$ cat src/rtl/fractal_sync_cc_mp.sv
// rtl/fractal_sync_cc_mp.sv - fractal sync core-control node with N child ports
//
// Collects barrier requests from N_PORTS children, tracks per-id arrivals in a
// direct-indexed register file, and either wakes the children locally (level 1)
// or forwards one aggregated request to the parent. Parent wakes are broadcast.
//
// Ports:
//   clk_i, rst_i                      clock, synchronous active-high reset
//   req_valid_i/req_ready_o           per-port child request handshake
//   req_lvl_i/req_id_i                per-port packed level / barrier id
//   rsp_valid_o/rsp_id_o              wake pulse broadcast to all children
//   up_req_valid_o/up_req_ready_i     upward request handshake
//   up_req_lvl_o/up_req_id_o          upward request payload (level - 1, id)
//   up_rsp_valid_i/up_rsp_ready_o     parent wake handshake
//   up_rsp_id_i                       parent wake id
//   err_o/err_id_o                    error pulse and offending id

module fractal_sync_cc_mp_fifo #(
  parameter int W     = 8,
  parameter int DEPTH = 2
) (
  input  logic         clk_i,
  input  logic         rst_i,
  input  logic         push_i,
  input  logic [W-1:0] data_i,
  input  logic         pop_i,
  output logic [W-1:0] data_o,
  output logic         empty_o,
  output logic         full_o
);
  localparam int PTR_W = (DEPTH > 1) ? $clog2(DEPTH) : 1;
  localparam int CNT_W = $clog2(DEPTH + 1);
  localparam logic [PTR_W-1:0] LAST = PTR_W'(DEPTH - 1);

  logic [W-1:0]     mem_q [DEPTH];
  logic [W-1:0]     mem_d [DEPTH];
  logic [PTR_W-1:0] wr_q, wr_d, rd_q, rd_d;
  logic [CNT_W-1:0] cnt_q, cnt_d;
  logic             do_push, do_pop;

  assign empty_o = (cnt_q == '0);
  assign full_o  = (cnt_q == CNT_W'(DEPTH));
  assign data_o  = mem_q[rd_q];
  assign do_push = push_i & ~full_o;
  assign do_pop  = pop_i & ~empty_o;

  always_comb begin
    mem_d = mem_q;
    wr_d  = wr_q;
    rd_d  = rd_q;
    if (do_push) begin
      mem_d[wr_q] = data_i;
      wr_d = (wr_q == LAST) ? '0 : wr_q + 1'b1;
    end
    if (do_pop) begin
      rd_d = (rd_q == LAST) ? '0 : rd_q + 1'b1;
    end
    cnt_d = cnt_q + CNT_W'(do_push) - CNT_W'(do_pop);
  end

  always_ff @(posedge clk_i) begin
    if (rst_i) begin
      mem_q <= '{default: '0};
      wr_q  <= '0;
      rd_q  <= '0;
      cnt_q <= '0;
    end else begin
      mem_q <= mem_d;
      wr_q  <= wr_d;
      rd_q  <= rd_d;
      cnt_q <= cnt_d;
    end
  end
endmodule

module fractal_sync_cc_mp #(
  parameter int N_PORTS    = 2,
  parameter int LVL_W      = 4,
  parameter int ID_W       = 4,
  parameter int FIFO_DEPTH = 2
) (
  input  logic                     clk_i,
  input  logic                     rst_i,
  input  logic [N_PORTS-1:0]       req_valid_i,
  output logic [N_PORTS-1:0]       req_ready_o,
  input  logic [N_PORTS*LVL_W-1:0] req_lvl_i,
  input  logic [N_PORTS*ID_W-1:0]  req_id_i,
  output logic                     rsp_valid_o,
  output logic [ID_W-1:0]          rsp_id_o,
  output logic                     up_req_valid_o,
  input  logic                     up_req_ready_i,
  output logic [LVL_W-1:0]         up_req_lvl_o,
  output logic [ID_W-1:0]          up_req_id_o,
  input  logic                     up_rsp_valid_i,
  output logic                     up_rsp_ready_o,
  input  logic [ID_W-1:0]          up_rsp_id_i,
  output logic                     err_o,
  output logic [ID_W-1:0]          err_id_o
);
  localparam int RW = LVL_W + ID_W;
  localparam int NE = 2 ** ID_W;
  localparam int PW = $clog2(N_PORTS);

  logic [RW-1:0]      head [N_PORTS];
  logic [N_PORTS-1:0] in_empty, in_full, pop;
  logic               up_empty, up_full, up_push;
  logic [RW-1:0]      up_head;

  logic [N_PORTS-1:0] mask_q [NE];
  logic [N_PORTS-1:0] mask_d [NE];
  logic [LVL_W-1:0]   lvl_q [NE];
  logic [LVL_W-1:0]   lvl_d [NE];
  logic [PW-1:0]      rr_q, rr_d, gnt;
  logic               gnt_vld;
  logic               rsp_valid_q, rsp_valid_d, hold_q, hold_d, err_q, err_d;
  logic [ID_W-1:0]    rsp_id_q, rsp_id_d, hold_id_q, hold_id_d, err_id_q, err_id_d;
  logic [LVL_W-1:0]   hd_lvl;
  logic [ID_W-1:0]    hd_id;
  logic [N_PORTS-1:0] m, m_new;
  logic               wake_vld, par_acc;

  for (genvar p = 0; p < N_PORTS; p++) begin : g_in
    fractal_sync_cc_mp_fifo #(.W(RW), .DEPTH(FIFO_DEPTH)) u_fifo (
      .clk_i   (clk_i),
      .rst_i   (rst_i),
      .push_i  (req_valid_i[p]),
      .data_i  ({req_lvl_i[p*LVL_W +: LVL_W], req_id_i[p*ID_W +: ID_W]}),
      .pop_i   (pop[p]),
      .data_o  (head[p]),
      .empty_o (in_empty[p]),
      .full_o  (in_full[p])
    );
  end

  fractal_sync_cc_mp_fifo #(.W(RW), .DEPTH(FIFO_DEPTH)) u_up_fifo (
    .clk_i   (clk_i),
    .rst_i   (rst_i),
    .push_i  (up_push),
    .data_i  ({hd_lvl - 1'b1, hd_id}),
    .pop_i   (up_req_ready_i),
    .data_o  (up_head),
    .empty_o (up_empty),
    .full_o  (up_full)
  );

  assign req_ready_o    = ~in_full;
  assign up_req_valid_o = ~up_empty;
  assign {up_req_lvl_o, up_req_id_o} = up_head;
  assign up_rsp_ready_o = ~hold_q;
  assign par_acc        = up_rsp_valid_i & ~hold_q;
  assign rsp_valid_o    = rsp_valid_q;
  assign rsp_id_o       = rsp_id_q;
  assign err_o          = err_q;
  assign err_id_o       = err_id_q;

  // Round-robin: first non-empty head at or after rr_q.
  always_comb begin
    gnt_vld = 1'b0;
    gnt     = '0;
    for (int k = 0; k < N_PORTS; k++) begin
      int idx;
      idx = int'(rr_q) + k;
      if (idx >= N_PORTS) idx = idx - N_PORTS;
      if (!gnt_vld && !in_empty[idx]) begin
        gnt_vld = 1'b1;
        gnt     = PW'(idx);
      end
    end
  end

  always_comb begin
    pop      = '0;
    mask_d   = mask_q;
    lvl_d    = lvl_q;
    rr_d     = rr_q;
    err_d    = 1'b0;
    err_id_d = '0;
    wake_vld = 1'b0;
    up_push  = 1'b0;
    hd_lvl   = head[gnt][RW-1:ID_W];
    hd_id    = head[gnt][ID_W-1:0];
    m        = mask_q[hd_id];
    m_new    = m;
    m_new[gnt] = 1'b1;
    if (gnt_vld) begin
      if (hd_lvl == '0 || m[gnt] || (m != '0 && hd_lvl != lvl_q[hd_id])) begin
        pop[gnt] = 1'b1;
        err_d    = 1'b1;
        err_id_d = hd_id;
      end else if (&m_new) begin
        if (hd_lvl == LVL_W'(1)) begin
          pop[gnt]      = 1'b1;
          mask_d[hd_id] = '0;
          wake_vld      = 1'b1;
        end else if (!up_full) begin
          pop[gnt]      = 1'b1;
          mask_d[hd_id] = '0;
          up_push       = 1'b1;
        end
        // else: upward FIFO full, leave head and RF untouched and retry
      end else begin
        pop[gnt]      = 1'b1;
        mask_d[hd_id] = m_new;
        if (m == '0) lvl_d[hd_id] = hd_lvl;
      end
    end
    if (pop[gnt]) rr_d = (gnt == PW'(N_PORTS - 1)) ? '0 : gnt + 1'b1;
  end

  // Wake output: local wake wins; a parent wake colliding with it is parked
  // in the holding register and emitted on a later cycle.
  always_comb begin
    rsp_valid_d = 1'b0;
    rsp_id_d    = '0;
    hold_d      = hold_q;
    hold_id_d   = hold_id_q;
    if (wake_vld) begin
      rsp_valid_d = 1'b1;
      rsp_id_d    = hd_id;
      if (par_acc) begin
        hold_d    = 1'b1;
        hold_id_d = up_rsp_id_i;
      end
    end else if (hold_q) begin
      rsp_valid_d = 1'b1;
      rsp_id_d    = hold_id_q;
      hold_d      = 1'b0;
    end else if (par_acc) begin
      rsp_valid_d = 1'b1;
      rsp_id_d    = up_rsp_id_i;
    end
  end

  always_ff @(posedge clk_i) begin
    if (rst_i) begin
      mask_q      <= '{default: '0};
      lvl_q       <= '{default: '0};
      rr_q        <= '0;
      rsp_valid_q <= 1'b0;
      rsp_id_q    <= '0;
      hold_q      <= 1'b0;
      hold_id_q   <= '0;
      err_q       <= 1'b0;
      err_id_q    <= '0;
    end else begin
      mask_q      <= mask_d;
      lvl_q       <= lvl_d;
      rr_q        <= rr_d;
      rsp_valid_q <= rsp_valid_d;
      rsp_id_q    <= rsp_id_d;
      hold_q      <= hold_d;
      hold_id_q   <= hold_id_d;
      err_q       <= err_d;
      err_id_q    <= err_id_d;
    end
  end
endmodule

$ cat config.mk
export PLATFORM = sky130hd
export DESIGN_NAME = fractal_sync_cc_mp
export DESIGN_NICKNAME = d
export VERILOG_FILES = /design/src/rtl/fractal_sync_cc_mp.sv
export SDC_FILE = /design/constraint.sdc
export NUM_CORES = 1
export LEC_CHECK = 0
export CORE_ASPECT_RATIO = 0.5
export CORE_UTILIZATION = 60
export CTS_CLUSTER_SIZE = 30
export DETAILED_ROUTE_END_ITERATION = 8
export HOLD_SLACK_MARGIN = 0.05
export PLACE_DENSITY = 0.87
export SLEW_MARGIN = 40
export SYNTH_ARGS = -nofsm -noshare
export SYNTH_HDL_FRONTEND = slang
export SYNTH_SLANG_ARGS = --single-unit
export TNS_END_PERCENT = 1
$ cat constraint.sdc
create_clock -name clk_i -period 4.4 [get_ports clk_i]
set_input_delay 0.88 -clock clk_i [delete_from_list [all_inputs] [get_ports clk_i]]
set_output_delay 0.88 -clock clk_i [all_outputs]
set_load 0.1 [all_outputs]
==> results of run 1 <==
-- cell families after synthesis --
| group | synth area share [%] |
|---|---|
| XOR/XNOR | 1.694 |
| AO/OA/AOI/OAI | 13.19 |
| flip-flops | 41.62 |
| AND/OR/NAND/NOR | 21.10 |
| adder cells (fa/ha/maj) | 1.210 |
| buffers and inverters | 5.626 |
| multiplexers | 15.56 |
-- repair_timing --
item                       in CTS  in global routing
gates resized for setup         0                 11
setup endpoints to repair       1                 64
gates cloned                    0                  0
pin swaps                       1                  2
buffers inserted                1                  3
-- per-layer routing --
layer | vias up | share of wire [%] | routed length [um] | GRT usage [%]
met5 | - | 0 | 0 | 0
li1 | 3468 | - | - | -
met1 | 3634 | 43 | 10290 | 46.68
met4 | 0 | 2.3 | 551 | 11.16
met2 | 475 | 44 | 10600 | 53.83
met3 | 65 | 11 | 2618 | 8.116
-- layout by cell type (no fill, tap or decap), types with 10 or more instances in the layout --
cell             instances
nand3_1                 40
nor4_1                  13
clkbuf_16               17
inv_1                   50
mux2_2                  13
dfxtp_1                171
nand2_1                 54
buf_2                   22
nor2_1                 120
a21oi_1                 28
clkdlybuf4s50_1         24
nor3_1                  58
buf_4                   44
o21ai_0                 23
mux2i_1                114
nor3_2                  10
or3_1                   10
o32ai_1                 32
-- critical path: stages (launching register included) --
cell       delay, ns
dfxtp_1         0.45
o21bai_2        0.23
buf_4           0.22
a221oi_2        0.36
buf_4           0.27
nor3_1          0.09
a2111oi_0       0.48
o2111ai_1       0.19
xnor2_1         0.19
a2111oi_4       0.41
a311oi_1        0.17
buf_4           0.18
ha_1            0.28
inv_1           0.06
ha_1            0.15
xor2_1          0.18
xnor2_1         0.14
nor2_1          0.06
-- stage by stage --
step | worst slack [ns] | TNS, ns | util (%)
2_1_floorplan | 0.4011 | 0 | -
3_5_place_dp | -0.04259 | -0.04259 | 68.44
6_report | 0.1595 | 0 | 73.87
4_1_cts | 0.1061 | 0 | 73.07
5_1_grt | 0.008281 | 0 | 73.87
3_3_place_gp | -0.07167 | -0.07167 | 69.28
-- area by class of cell --
cell class	instances	area [um^2]	area share [%]
multi-input combinational	651	4447	46.08
clock inverter	10	105.1	1.089
tap	170	212.7	2.204
timing repair buffer	95	772.0	8.001
clock buffer	21	480.5	4.979
sequential	172	3445	35.70
inverter	50	187.7	1.945
-- flip-flops by register name (all words and copies together) (netlist names) --
signal             count
err_id_o               4
err_o                  1
g_in.u_fifo.cnt_q      4
g_in.u_fifo.mem_q     32
g_in.u_fifo.rd_q       2
g_in.u_fifo.wr_q       2
hold_id_q              4
hold_q                 1
lvl_q                 64
mask_q                32
rr_q                   1
rsp_id_o               4
rsp_valid_o            1
u_up_fifo.cnt_q        2
u_up_fifo.mem_q       16
u_up_fifo.rd_q         1
u_up_fifo.wr_q         1
-- power breakdown --
group          switching [W]  leakage [nW]  internal, W
combinational        0.00242          1.99      0.00122
clock               0.000645         0.279     0.000846
sequential          0.000130          1.39      0.00170
-- worst paths after layout --
path                           startpoint                      end  slack, ns  cells past startpoint
hold reg to reg              hold_id_q[3]             hold_id_q[3]       0.46                      2
hold / removal               hold_id_q[3]             hold_id_q[3]       0.46                      2
setup / recovery  g_in[0].u_fifo.cnt_q[1]  g_in[0].u_fifo.cnt_q[1]       0.16                     17
setup reg to reg  g_in[0].u_fifo.cnt_q[1]  g_in[0].u_fifo.cnt_q[1]       0.16                     17
==> flow_metrics.tcl, run 1 <==
set metrics [dict create \
    ys_top_cells_by_area "dfxtp_1, mux2i_1, nor2_1, nor3_1, o32ai_1" \
    root_buffer "clkbuf_16" \
    fin_crit_ns 4.240 \
    end_kind "flop" \
    die_x_um 168.1 \
    synth_most_common_cell "dfxtp_1" \
    grt_max_degree 87 \
    ios 48 \
    numClockSinks 172 \
    slew_viol_final 0 \
    synth-seq-cells 172 \
    finalClockSkew_ns 0.01104 \
    hold_viol_final 0 \
    synth_area_um2 8273 \
    post-route-cell-area_um2 9649 \
    max_freq_mhz 235.8 \
    hold_class "reg -> reg" \
    ir_worst_vdd_uv 451.8 \
    syn_avg_cell_area_um2 8.810 \
    n_fill_cell 913 \
    synth-main-ff-cell "dfxtp_1" \
    rsz0062_at_grt "no" \
    nets 1021 \
    clkLatencyLatePin_ns 0.42 \
    io_buffers 47 \
    hold_ws_ns 0.4626 \
    yosysTopAreaCellShare_pct 41.62 \
    clk_path_buf_depth 2 \
    ctsHoldBuffers 0 \
    worstPathMaxFanout 12 \
    die_y_um 85.03 \
    fin_crit_sh_pct 96.37 \
    htree_levels 4 \
    grt_pass1_vias 7235 \
    path_class "reg -> reg" \
    cp-start-kind "flop" \
    dr_total_vias 7642 \
    fp-row-count 29 \
    worstPathArrival_ns 4.52 \
    setup_viol 0 \
    cap_violations 0 \
    coreArea_um2 13060 \
    grt_pass1_wl_mm 38.16 \
    synth-warning-count 0 \
    drt_iter0_markers 1026 \
    dr.pass1.iters 6 \
    required_ns 4.68 \
    die_area_um2 14290 \
    place_inst 1134 \
    p_total_w 0.006963 \
    antenna_found_initial 0 \
    grt_usage_pct 34.22 \
    syn2layout_area_growth_pct 16.64 \
    yosysTopAreaCell "dfxtp_1" \
    layout.cells.non_filler 1169 \
    slew-limit-headroom_pct 47.75 \
    start_util_pct 63.33 \
    synthDistinctLibCells 58 \
    synth_edf_count 0 \
    dpl-instance-area_um2 8940 \
    routedWlPerCell_um 20.59 \
    status "completed" \
    layout-drive-gt1-share_pct 15.32 \
    viasPerCell 6.537 \
    routed_wl_mm 24.07 \
    synthesis.nets 973 \
    leakagePower_nw 3.663 \
    place.gp.congestion 1.017 \
    tightest_slew_ns 0.7777 \
    cts_made_buffers 17 \
    ys_seq_area_share_pct 41.62 \
    syn_inst 939 \
    cts.clk_slew.worst_paths_ns 0.07 \
    cts_tree "built" \
    synth_common_cells "dfxtp_1, nor2_1, mux2i_1" \
    async_reset_ff_share_pct 0 \
    hpwl_mm 16.37 \
    ant_nets 0 \
    powerDensity_nw_per_um2 721.6 \
    drc_errors 0 \
    gr-total-overflow 0 \
    antenna_cells 0 \
]
No activity file was read; power rests on OpenSTA's default activity.
==> run 2, diff against run 1 <==
Settings changed: CELL_PAD_IN_SITES_DETAIL_PLACEMENT set to 1, CELL_PAD_IN_SITES_GLOBAL_PLACEMENT set to 2, CORE_UTILIZATION 60 to 40, CTS_CLUSTER_DIAMETER set to 60, PLACE_DENSITY 0.87 to 0.92.
Clock period 4.4 ns to 5.2 ns, I/O delays scaled along.
==> flow_metrics.tcl, run 2 (synthesized netlist as in run 1, its figures left out) <==
set metrics [dict create \
    status "completed" \
    ant_nets 0 \
    rrSetupSlack_ns 0.23 \
    gr-total-overflow 0 \
    regArea_um2 3443 \
    fp-row-count 36 \
    leakagePower_nw 3.504 \
    grtUsageMet1_pct 34.01 \
    cts_setup_buffers 0 \
    cts_made_buffers 17 \
    use_met2_pct 40.01 \
    ctsHoldBuffers 0 \
    clk_path_buf_depth 2 \
    cts_tree "built" \
    largest_reg_flops 64 \
    powerDensity_nw_per_um2 594.5 \
    layout_commonest_cell "dfxtp_1" \
    root_buffer "clkbuf_16" \
    largest_registers "lvl_q (64), g_in.u_fifo.mem_q (32), mask_q (32)" \
    slowest_delay_ns 0.74 \
    hpwl_mm 17.90 \
    hold_start "hold_id_q[1]" \
    io_buffers 47 \
    hold_viol_final 0 \
    hold_path_end "hold_id_q[1]" \
    syn2layout_area_growth_pct 14.62 \
    worstPathArrival_ns 5.27 \
    final.setup.worst_slack_ns 0.2281 \
    cap_violations 0 \
    viasPerCell 5.831 \
    htree_levels 4 \
    final_core_util_pct 47.74 \
    cp-start-kind "flop" \
    layout-drive-gt1-share_pct 12.99 \
    fin_crit_ns 4.972 \
    grt_pass1_vias 7646 \
    max_freq_mhz 201.1 \
    top_register "lvl_q" \
    multi_input_area_um2 4417 \
    die_area_um2 21300 \
    cp_top_family "simple AND/OR/NAND/NOR gates" \
    tns_ns 0 \
    tightest_slew_ns 0.8861 \
    coreArea_um2 19860 \
    swShare_pct 47.64 \
    antenna_cells 0 \
    place_worst_setup_slack_ns 0.4059 \
    drt_iter0_markers 493 \
    timing.rr.end "g_in[1].u_fifo.cnt_q[1]" \
    ir_worst_vdd_uv 396.1 \
    grt_usage_pct 25.42 \
    drc_errors 0 \
    die_y_um 103.7 \
    ios 48 \
    dr_total_vias 7254 \
    rsz0062_at_grt "no" \
    clkLatencyLatePin_ns 0.45 \
    cp_slowest_cell "xnor2_1" \
    hold_class "reg -> reg" \
    finalClockSkew_ns 0.01077 \
    numClockSinks 172 \
    p_sw_w 0.002686 \
    p_int_w 0.002951 \
    place.gp.congestion 0.8606 \
    worstPathMaxFanout 14 \
    antenna_found_initial 0 \
    slew-limit-headroom_pct 40.50 \
    met3_usage_pct 5.412 \
    crit_buf_inv 2 \
    cts.clk_slew.worst_paths_ns 0.07 \
    die_x_um 205.4 \
    nets 999 \
    reg2reg_from "g_in[0].u_fifo.cnt_q[1]" \
    fin_crit_sh_pct 95.61 \
    slew_viol_final 0 \
    path_class "reg -> reg" \
    top_usage_layer "met2" \
    pwr-share-comb_pct 50.9 \
    crit_path_cell_trace "o21bai_2 > nand4_1 > nand2_2 > buf_4 > o22ai_1 > o21ai_0 > nand4b_1 > xnor2_1 > a31oi_1 > ha_1 > inv_1 > ha_1 > xor2_1 > xnor2_1 > nor2_1" \
    cts_resized 0 \
    grt_pass1_wl_mm 41.93 \
    n_fill_cell 2294 \
    start_util_pct 41.65 \
    dr.pass1.iters 5 \
    hold_depth 2 \
    end_kind "flop" \
    required_ns 5.50 \
    routedWlPerCell_um 20.78 \
    setup_viol 0 \
    routed_wl_mm 25.85 \
    rr_worst_depth 15 \
    layout_common_cells "dfxtp_1, nor2_1, mux2i_1" \
    seqPwrFrac_pct 27.6 \
    grt_max_degree 92 \
    clkPwrFrac_pct 21.5 \
]
-- run 2: area by class of cell --
cell class,instances,share of cell area [%]
clock buffer,20,4.816
clock inverter,12,0.9368
inverter,50,1.979
multi-input combinational,651,46.58
sequential,172,36.31
tap,266,3.510
timing repair buffer,73,5.871
-- run 2: worst max path at each step --
stage / start / end / slack [ns] / depth (start not counted)
3_3_place_gp: g_in[0].u_fifo.rd_q / g_in[0].u_fifo.cnt_q[1] / 0.51 / 15
3_5_place_dp: g_in[0].u_fifo.cnt_q[1] / g_in[0].u_fifo.cnt_q[1] / 0.41 / 15
6_report: g_in[0].u_fifo.cnt_q[1] / g_in[1].u_fifo.cnt_q[1] / 0.23 / 15
5_1_grt: g_in[0].u_fifo.cnt_q[1] / g_in[1].u_fifo.cnt_q[1] / 0.06 / 15
4_1_cts: g_in[0].u_fifo.cnt_q[1] / g_in[1].u_fifo.cnt_q[1] / 0.36 / 15
2_1_floorplan: g_in[0].u_fifo.cnt_q[1] / g_in[1].u_fifo.cnt_q[1] / 1.20 / 19
-- run 2: routing by layer --
metal	vias to the layer above	wire [um]	part of all wire, %
met3	42	1236	4.8
li1	3428	-	-
met1	3619	12320	48
met5	-	0	0
met2	165	11790	46
met4	0	506	2.0
-- run 2: worst reg2reg max path, stage by stage, from the launching register on --
cell and delay (ns):
dfxtp_1 0.38, o21bai_2 0.47, nand4_1 0.61, nand2_2 0.43, buf_4 0.25, o22ai_1 0.14
o21ai_0 0.29, nand4b_1 0.20, xnor2_1 0.74, a31oi_1 0.26, ha_1 0.37, inv_1 0.08
ha_1 0.15, xor2_1 0.22, xnor2_1 0.16, nor2_1 0.07
-- run 2: per-stage QoR --
step / instances / area (um^2) / power (W) / hold slack, ns
3_3_place_gp: 1212 / 9009 / 0.004326 / 0.4442
5_1_grt: 1244 / 9483 / 0.005917 / 0.4915
2_1_floorplan: 939 / 8273 / 0.003503 / 0.4348
4_1_cts: 1244 / 9472 / 0.005604 / 0.4644
3_5_place_dp: 1212 / 8926 / 0.004372 / 0.4548
6_report: 1244 / 9483 / 0.005637 / 0.4612
-- run 2: power groups by stage --
stage,Combinational (W),Sequential [W],Clock (W)
4_1_cts,0.00282,0.00155,0.00123
3_3_place_gp,0.00276,0.00157,0
6_report,0.00287,0.00155,0.00121
5_1_grt,0.00306,0.00157,0.00129
3_5_place_dp,0.00279,0.00158,0
2_1_floorplan,0.00188,0.00162,0
==> run 3, diff against run 2 <==
Settings changed: TNS_END_PERCENT 1 to not set.
==> results of run 3 <==
No change in the layout: final DEF, timing and power equal those of run 2.
